<file path="config.mk">
export PLATFORM = sky130hd
export DESIGN_NAME = multi_cycle_ctrl
export DESIGN_NICKNAME = d
export VERILOG_FILES = /design/src/rtl/multi_cycle_ctrl.sv
export SDC_FILE = /design/constraint.sdc
export NUM_CORES = 1
export LEC_CHECK = 0
export BUFFER_PORTS_ARGS = -buffer_cell sky130_fd_sc_hd__buf_2
export CAP_MARGIN = 20
export CORE_UTILIZATION = 40
export DETAILED_ROUTE_END_ITERATION = 10
export HOLD_SLACK_MARGIN = 0.08
export PLACE_DENSITY = 0.73
export SETUP_SLACK_MARGIN = 0.2
export SLEW_MARGIN = 40
export SYNTH_ARGS = -nofsm -noshare
export SYNTH_HDL_FRONTEND = slang
export SYNTH_SLANG_ARGS = --single-unit
</file>
<file path="constraint.sdc">
create_clock -name clk -period 1.5 [get_ports clk]
set_clock_uncertainty 0.15 [all_clocks]
set_input_delay 0.075 -clock clk [delete_from_list [all_inputs] [get_ports clk]]
set_output_delay 0.075 -clock clk [all_outputs]
set_load 0.02 [all_outputs]
</file>
<file path="src/rtl/multi_cycle_ctrl.sv">
// multi_cycle_ctrl
// Main control FSM for a multi-cycle MIPS datapath. It steps each instruction
// through fetch, decode, execute, memory and write-back, and drives the
// datapath mux selects, write enables and the 2-bit ALUop for the ALU control
// decoder. Memory states wait on mem_ready, so slow memory stretches them.
//
// Ports:
//   clk         system clock, rising edge
//   reset       synchronous active-high reset, forces state to IF
//   Op          instruction[31:26] from IR (only used in ID and MADR)
//   mem_ready   memory completes the current access this cycle
//   PCWrite, PCWriteCond, IorD, MemRead, MemWrite, IRWrite, MemtoReg,
//   RegDst, RegWrite, ALUSrcA, ALUSrcB[1:0], ALUop[1:0], PCSource[1:0]
//               datapath controls, combinational from state (+ mem_ready)
//   state       current state encoding (debug)
//   instr_done  one-cycle pulse on an instruction's final cycle
//   illegal_op  one-cycle pulse in ID on an unsupported opcode
module multi_cycle_ctrl (
  input  logic       clk,
  input  logic       reset,
  input  logic [5:0] Op,
  input  logic       mem_ready,
  output logic       PCWrite,
  output logic       PCWriteCond,
  output logic       IorD,
  output logic       MemRead,
  output logic       MemWrite,
  output logic       IRWrite,
  output logic       MemtoReg,
  output logic       RegDst,
  output logic       RegWrite,
  output logic       ALUSrcA,
  output logic [1:0] ALUSrcB,
  output logic [1:0] ALUop,
  output logic [1:0] PCSource,
  output logic [3:0] state,
  output logic       instr_done,
  output logic       illegal_op
);

  localparam logic [5:0] OP_R    = 6'b000000;
  localparam logic [5:0] OP_LW   = 6'b100011;
  localparam logic [5:0] OP_SW   = 6'b101011;
  localparam logic [5:0] OP_BEQ  = 6'b000100;
  localparam logic [5:0] OP_J    = 6'b000010;
  localparam logic [5:0] OP_ADDI = 6'b001000;

  typedef enum logic [3:0] {
    S_IF   = 4'd0,
    S_ID   = 4'd1,
    S_MADR = 4'd2,
    S_MRD  = 4'd3,
    S_MWB  = 4'd4,
    S_MWR  = 4'd5,
    S_REX  = 4'd6,
    S_RWB  = 4'd7,
    S_BEQ  = 4'd8,
    S_JMP  = 4'd9,
    S_AEX  = 4'd10,
    S_AWB  = 4'd11
  } state_t;

  state_t state_reg, state_next;

  // Next-state logic. Unused codes 12-15 fall into the default and recover to IF.
  always_comb begin
    state_next = S_IF;
    case (state_reg)
      S_IF:   state_next = mem_ready ? S_ID : S_IF;
      S_ID: begin
        case (Op)
          OP_LW, OP_SW: state_next = S_MADR;
          OP_R:         state_next = S_REX;
          OP_BEQ:       state_next = S_BEQ;
          OP_J:         state_next = S_JMP;
          OP_ADDI:      state_next = S_AEX;
          default:      state_next = S_IF;  // unsupported: NOP, PC already advanced
        endcase
      end
      S_MADR: state_next = (Op == OP_LW) ? S_MRD : S_MWR;
      S_MRD:  state_next = mem_ready ? S_MWB : S_MRD;
      S_MWB:  state_next = S_IF;
      S_MWR:  state_next = mem_ready ? S_IF : S_MWR;
      S_REX:  state_next = S_RWB;
      S_RWB:  state_next = S_IF;
      S_BEQ:  state_next = S_IF;
      S_JMP:  state_next = S_IF;
      S_AEX:  state_next = S_AWB;
      S_AWB:  state_next = S_IF;
      default: state_next = S_IF;
    endcase
  end

  always_ff @(posedge clk) begin
    if (reset) begin
      state_reg <= S_IF;
    end else begin
      state_reg <= state_next;
    end
  end

  assign state = state_reg;

  // Control outputs. Everything defaults to 0; each state raises only its own.
  always_comb begin
    PCWrite     = 1'b0;
    PCWriteCond = 1'b0;
    IorD        = 1'b0;
    MemRead     = 1'b0;
    MemWrite    = 1'b0;
    IRWrite     = 1'b0;
    MemtoReg    = 1'b0;
    RegDst      = 1'b0;
    RegWrite    = 1'b0;
    ALUSrcA     = 1'b0;
    ALUSrcB     = 2'b00;
    ALUop       = 2'b00;
    PCSource    = 2'b00;
    instr_done  = 1'b0;
    illegal_op  = 1'b0;
    case (state_reg)
      S_IF: begin
        // PC+4 is computed every fetch cycle but only committed with the IR
        MemRead = 1'b1;
        ALUSrcB = 2'b01;
        IRWrite = mem_ready;
        PCWrite = mem_ready;
      end
      S_ID: begin
        // Speculative branch target into ALUOut
        ALUSrcB = 2'b11;
        case (Op)
          OP_R, OP_LW, OP_SW, OP_BEQ, OP_J, OP_ADDI: illegal_op = 1'b0;
          default:                                   illegal_op = 1'b1;
        endcase
      end
      S_MADR: begin
        ALUSrcA = 1'b1;
        ALUSrcB = 2'b10;
      end
      S_MRD: begin
        MemRead = 1'b1;
        IorD    = 1'b1;
      end
      S_MWB: begin
        MemtoReg   = 1'b1;
        RegWrite   = 1'b1;
        instr_done = 1'b1;
      end
      S_MWR: begin
        // Request is held through wait cycles; memory commits on mem_ready
        MemWrite   = 1'b1;
        IorD       = 1'b1;
        instr_done = mem_ready;
      end
      S_REX: begin
        ALUSrcA = 1'b1;
        ALUop   = 2'b10;
      end
      S_RWB: begin
        RegDst     = 1'b1;
        RegWrite   = 1'b1;
        instr_done = 1'b1;
      end
      S_BEQ: begin
        ALUSrcA     = 1'b1;
        ALUop       = 2'b01;
        PCWriteCond = 1'b1;
        PCSource    = 2'b01;
        instr_done  = 1'b1;
      end
      S_JMP: begin
        PCWrite    = 1'b1;
        PCSource   = 2'b10;
        instr_done = 1'b1;
      end
      S_AEX: begin
        ALUSrcA = 1'b1;
        ALUSrcB = 2'b10;
      end
      S_AWB: begin
        RegWrite   = 1'b1;
        instr_done = 1'b1;
      end
      default: begin
      end
    endcase
  end

endmodule

</file>
==> results of run 1 <==
==> what timing repair did <==
action / 4_1_cts
pin swaps: 10
endpoints found under the setup margin: 23
resized for setup: 49
setup buffers: 12
hold buffers: 5
hold endpoints to repair: 4
==> stage by stage <==
stage | setup WS [ns] | cell area (um2) | util (%) | cells
detailed placement | 0.0529 | 843 | 64.0 | 125
CTS | 0.00572 | 1160 | 88.2 | 145
floorplan | 0.0963 | 704 | - | 81
global placement | 0.0931 | 843 | 64.0 | 125
==> logic make-up after synthesis <==
| logic type | count (synthesis) |
|---|---|
| simple gates | 42 |
| compound gates | 22 |
| flops | 4 |
| xor+xnor | 3 |
| buf+inv | 10 |
==> cells in the mapped netlist (all sizes together) <==
master	count	area [um2]
or2	2	12.5
nand2	5	18.8
o21ai	6	30.0
o211ai	2	15.0
o21bai	3	22.5
nor3b	2	20.0
nor2	9	33.8
inv	1	3.75
nor3	9	50.1
a32oi	1	8.76
and3	3	18.8
a211oi	2	15.0
a21oi	4	20.0
nor4	1	6.26
nand3b	2	15.0
xnor2	2	17.5
a31oi	2	12.5
a2111o	1	11.3
nor4b	2	32.5
nand2b	4	25.0
nor2b	1	6.26
xor2	1	8.76
buf	9	71.3
a311o	1	10.0
nand4	1	6.26
dfxtp	4	80.1
nand3	1	5.00
==> results.txt, run 1 <==
The dominant combinational cell family by area after synthesis is simple AND/OR/NAND/NOR gates. The horizontal extent of the die is between 30 and 40 um. In this run the number of H-tree levels came out at 1. The share of synthesized area spent on multiplexers is 0%. The number of buffers on the longest clock path came out at 2. The count of yosys warnings during synthesis is 0. The y dimension of the die is 40.0 um. The run stopped with a tool error. The synthesized cell area is 577 um2. CTS saw 4 sinks. The half-perimeter wire length after detailed placement is 1200 um. The number of I/O pins came out at 31. After the last repair the worst path ends at an output port. The compound-gate portion of the synthesized area is approximately a quarter. When the last timing repair stopped, the worst path ended at PCWrite. The count of distinct cell types in the synthesized netlist came out at 34.

The maximum number of pins on one net before global-route repair is 15. The last weighted congestion value of the routability-driven placer came out at slightly above 0.8. The number of synthesized register bits is 4.

TritonCTS created 3 clock buffers. The floorplan has 13 rows. The effective utilization at floorplan is a little over two fifths. The simple logic cell fraction of the synthesized area is 43.4%.

The number of antenna violations at the first check in global routing came to 0. The register area share after synthesis came out at around 14%. The root buffer cell chosen for the clock tree is sky130_fd_sc_hd__clkbuf_4. The count of buffers added on input and output ports is 30.

The tool reported: "[ERROR DPL-0033] detailed placement checks failed during check placement". The cell count after synthesis came out at 81. The post-synthesis net count is 90.

The post-synthesis area per instance came out at ~7 um2. The adder-cell share of the synthesized area came out at 0%. The failing step is global routing. The synthesized netlist devotes 4.56% of its cell area to XOR and XNOR gates.
==> run 2, diff against run 1 <==
--- a/config.mk
+++ b/config.mk
@@ -7,11 +7,10 @@
 export LEC_CHECK = 0
 export BUFFER_PORTS_ARGS = -buffer_cell sky130_fd_sc_hd__buf_2
 export CAP_MARGIN = 20
-export CORE_UTILIZATION = 40
+export CORE_AREA = 2 2 63 65
 export DETAILED_ROUTE_END_ITERATION = 10
-export HOLD_SLACK_MARGIN = 0.08
-export PLACE_DENSITY = 0.73
-export SETUP_SLACK_MARGIN = 0.2
+export DIE_AREA = 0 0 65 67
+export PLACE_DENSITY_LB_ADDON = 0.15
 export SLEW_MARGIN = 40
 export SYNTH_ARGS = -nofsm -noshare
 export SYNTH_HDL_FRONTEND = slang
==> run 2 against run 1 <==
Effect of this change:
- the flow now finishes, with violations (setup timing)
- synthesized area did not move
- synthesized cell count stayed put
==> results.txt, run 2 <==
The register area share after synthesis is 13.9% (unchanged). The synthesized cell area came out at 577 um2 (unchanged). The first TritonRoute pass finished after 2 iterations.

The data arrival time of the critical path is around 1.3 ns. The slowest stage of the critical path belongs to the cell sky130_fd_sc_hd__dfxtp_4. The wire length per cell came out at roughly 13 um. STA classifies the critical path endpoint as an output pin. The first-pass GRT wire length is 3490 um. The setup slack of the critical path after layout is -0.00605 ns. The row count is 22 (+9). The max-capacitance violation count is 0. Setup repair after global routing could not meet its margin everywhere. The path class of the tightest hold or removal check is in -> reg.

Ranked by total cell area, the synthesized netlist is headed by sky130_fd_sc_hd__dfxtp_1 (14%), sky130_fd_sc_hd__nor3_1 (6.9%), sky130_fd_sc_hd__nor2_1 (5.9%). Clock-pin slew was measured on the worst setup and hold paths at around 0.030 ns. The filler cells instantiated in the layout total 394.

The number of I/O pins is 31 (unchanged). The register with the most flip-flops in the layout has 4 of them. The final antenna diode count came out at 0. The worst hold path begins at Op[5]. sky130_fd_sc_hd__dfxtp_1 takes more of the synthesized area than any other cell. TritonCTS built the clock tree.

The horizontal extent of the die came to 65 um (+63%). The utilization after layout is 31.8%. The commonest cells after synthesis are sky130_fd_sc_hd__nor2_1 (9), sky130_fd_sc_hd__nor3_1 (8), sky130_fd_sc_hd__nand2_1 (5), sky130_fd_sc_hd__o21ai_0 (5). The effective utilization at floorplan is 16.0% (-28 points). The run finished, with violations left. The async set or reset register ratio after synthesis came out at 0% (unchanged). The number of antenna violations at the first check in global routing is 0. The number of vias after detailed routing came out at approximately 800. The main flop type after synthesis is sky130_fd_sc_hd__dfxtp_1. STA classifies the critical path startpoint as a flop. The proportion of netlist area held by the largest area contributor is 13.9% (unchanged). The total detailed-routing wirelength came out at ~2200 um. The number of setup violations in the final report is 2. The gate count after technology mapping was 81 (unchanged). The count of H-tree levels built during CTS came out at 1 (unchanged). The number of endpoints with negative hold slack in the final report came out at 0. The number of remaining DRC errors is 0. The core outline area is around 3600 um2. The cell count of the worst reg-to-reg path came out at 7. In the post-synthesis netlist, the cell with the most instances is sky130_fd_sc_hd__nor2_1.

The fraction of final layout cells sized beyond drive strength 1 came out at ~65%. The critical path starts at state[1]. The net total in the final layout came out at 137. The library cells used most frequently in the layout, excluding fill and tap cells, are sky130_fd_sc_hd__buf_2 (20), sky130_fd_sc_hd__buf_4 (20), sky130_fd_sc_hd__nor2_1 (7). The share of the clock period used by the worst path after layout came out at 100%. In this run the critical register-to-register path is captured at state[2]. The first routing iteration left 20 violations. The cell area after layout came out at about 1100 um2. Data on the critical path is required at its endpoint by approximately 1.3 ns. The die outline area came out at about 4400 um2. The number of global-route vias before repair is slightly above 700. The post-synthesis area per instance came out at 7.12 um2 (unchanged). The minimum clock period after layout came out at around 1.5 ns.

The number of synthesized flops with an enable pin came out at 0 (unchanged). The y dimension of the die is 67 um (+68%). The final reports fail on setup timing.

The antenna violation net count after detailed routing is 0. Traced cell by cell, the critical path runs through nand2b_4 > or2_4 > a21oi_2 > buf_6. The half-perimeter wire length after detailed placement is 1590 um (+32%). The number of buffers on the longest clock path came out at 2 (unchanged). The startpoint identified for the worst register-to-register timing path is state[1]. The CTS buffer count was 3 (unchanged). Following the worst setup path forward leads to its endpoint at ALUSrcB[1]. The number of synthesized register bits is 4 (unchanged).

The maximum number of pins on one net before global-route repair is 12. Compared with the post-synthesis result, the final layout area differs by 98.7%. The count of yosys warnings during synthesis is 0 (unchanged). The peak supply drop came out at 0.000175 V. The count of distinct cell types in the synthesized netlist came to 34 (unchanged). The static leakage power is 0.462 nW. The post-route setup TNS came out at -0.00979 ns. The clock sink count was 4 (unchanged).

The final non-filler cell total came out at 174. The placed instance count was 164 (+31%). The category of the most critical setup path is reg -> out. The post-synthesis net count was 90 (unchanged). The total congestion overflow after global routing is 0. The actual slew at the worst max-slew pin came out at around 0.28 ns.

The worst slew margin relative to its limit came out at ~80%. The worst register-to-register path has a setup slack of 0.06 ns. In this run the power density over the cells is approximately 430 nW/um2. The total cell area at the placement stage was 908 um2 (+7.7%). The tree is rooted in a sky130_fd_sc_hd__clkbuf_8. The count of buffers from port buffering was 30 (unchanged). The clock latency of the later-clocked register in the worst-skew pair came out at about 0.22 ns. The longest individual stage delay on the worst path is approximately 0.35 ns. Timing would allow up to approximately 0.66 GHz. The number of vias per cell after detailed routing came out at about 4.6. The highest fanout seen on the critical path came out at 8.

The last weighted congestion value of the routability-driven placer came out at 0.717 (-12%). The count of pins over their slew limit is 0. The overall global routing resource usage came out at a little over a tenth.
==> run 2: cell counts after synthesis <==
No cell type changed its count.
==> run 2: cell families after synthesis <==
logic type                Yosys count  synth area share, %
xor gates and xnor gates            3                 4.56
buffers and inverters              10                 13.0
and+or+nand+nor                    42                 43.4
DFF                                 4                 13.9
AOI/OAI and AO/OA                  22                 25.2
==> run 2: power breakdown <==
part / internal (mW) / switching [mW] / leakage, nW
clock network: 0.171 / 0.0586 / 0.0216
registers: 0.105 / 0.00459 / 0.0352
logic: 0.0730 / 0.0801 / 0.406
total: 0.349 / 0.143 / 0.462
==> run 2: layout make-up <==
| type | count | area (um2) | area share (%) |
|---|---|---|---|
| inverter | 1 | 3.75 | 0.328 |
| timing repair buffer | 51 | 415 | 36.2 |
| tap | 48 | 60.1 | 5.24 |
| sequential | 4 | 92.6 | 8.08 |
| clock buffer | 3 | 41.3 | 3.60 |
| multi-input combinational | 67 | 533 | 46.5 |
==> run 2: worst min-delay path by stage <==
stage | to | cells after the start
3_5_place_dp | state[3] | 2
4_1_cts | state[2] | 4
2_1_floorplan | state[3] | 1
5_1_grt | state[1] | 4
3_3_place_gp | state[3] | 2
6_report | state[2] | 4
==> run 2: timing repair <==
action | in CTS | in global routing
resized for setup | 24 | 14
pin swaps | 5 | 5
buffers inserted | 4 | 2
setup endpoints to repair | 12 | 13
hold endpoints to repair | 1 | 0
hold buffers | 1 | 0
cloned | 1 | 0
==> run 2: worst max-delay path: cells and delay by family, from the launching register on <==
family | cells | cell delay [ns]
AO/OA/AOI/OAI | 1 | 0.15
AND/OR/NAND/NOR | 2 | 0.44
flip-flops | 1 | 0.35
buffers and inverters | 1 | 0.13
==> run 2: per-layer routing <==
metal	track usage [%]	vias up	routed length, um
li1	-	389	-
met1	13.6	379	1040
met2	17.4	25	1010
met3	1.52	6	105
met4	4.79	0	42
met5	0	-	0
==> run 2: stage by stage <==
step                hold WS, ns  setup WS, ns  total power [mW]
floorplan              -0.00426       -0.0295             0.191
global placement          0.125        0.0490             0.245
detailed placement        0.118        0.0727             0.245
CTS                      0.0859       -0.0560             0.493
global route              0.108       -0.0622             0.526
finish                   0.0776      -0.00605             0.492
No activity file was read; power rests on OpenSTA's default activity.
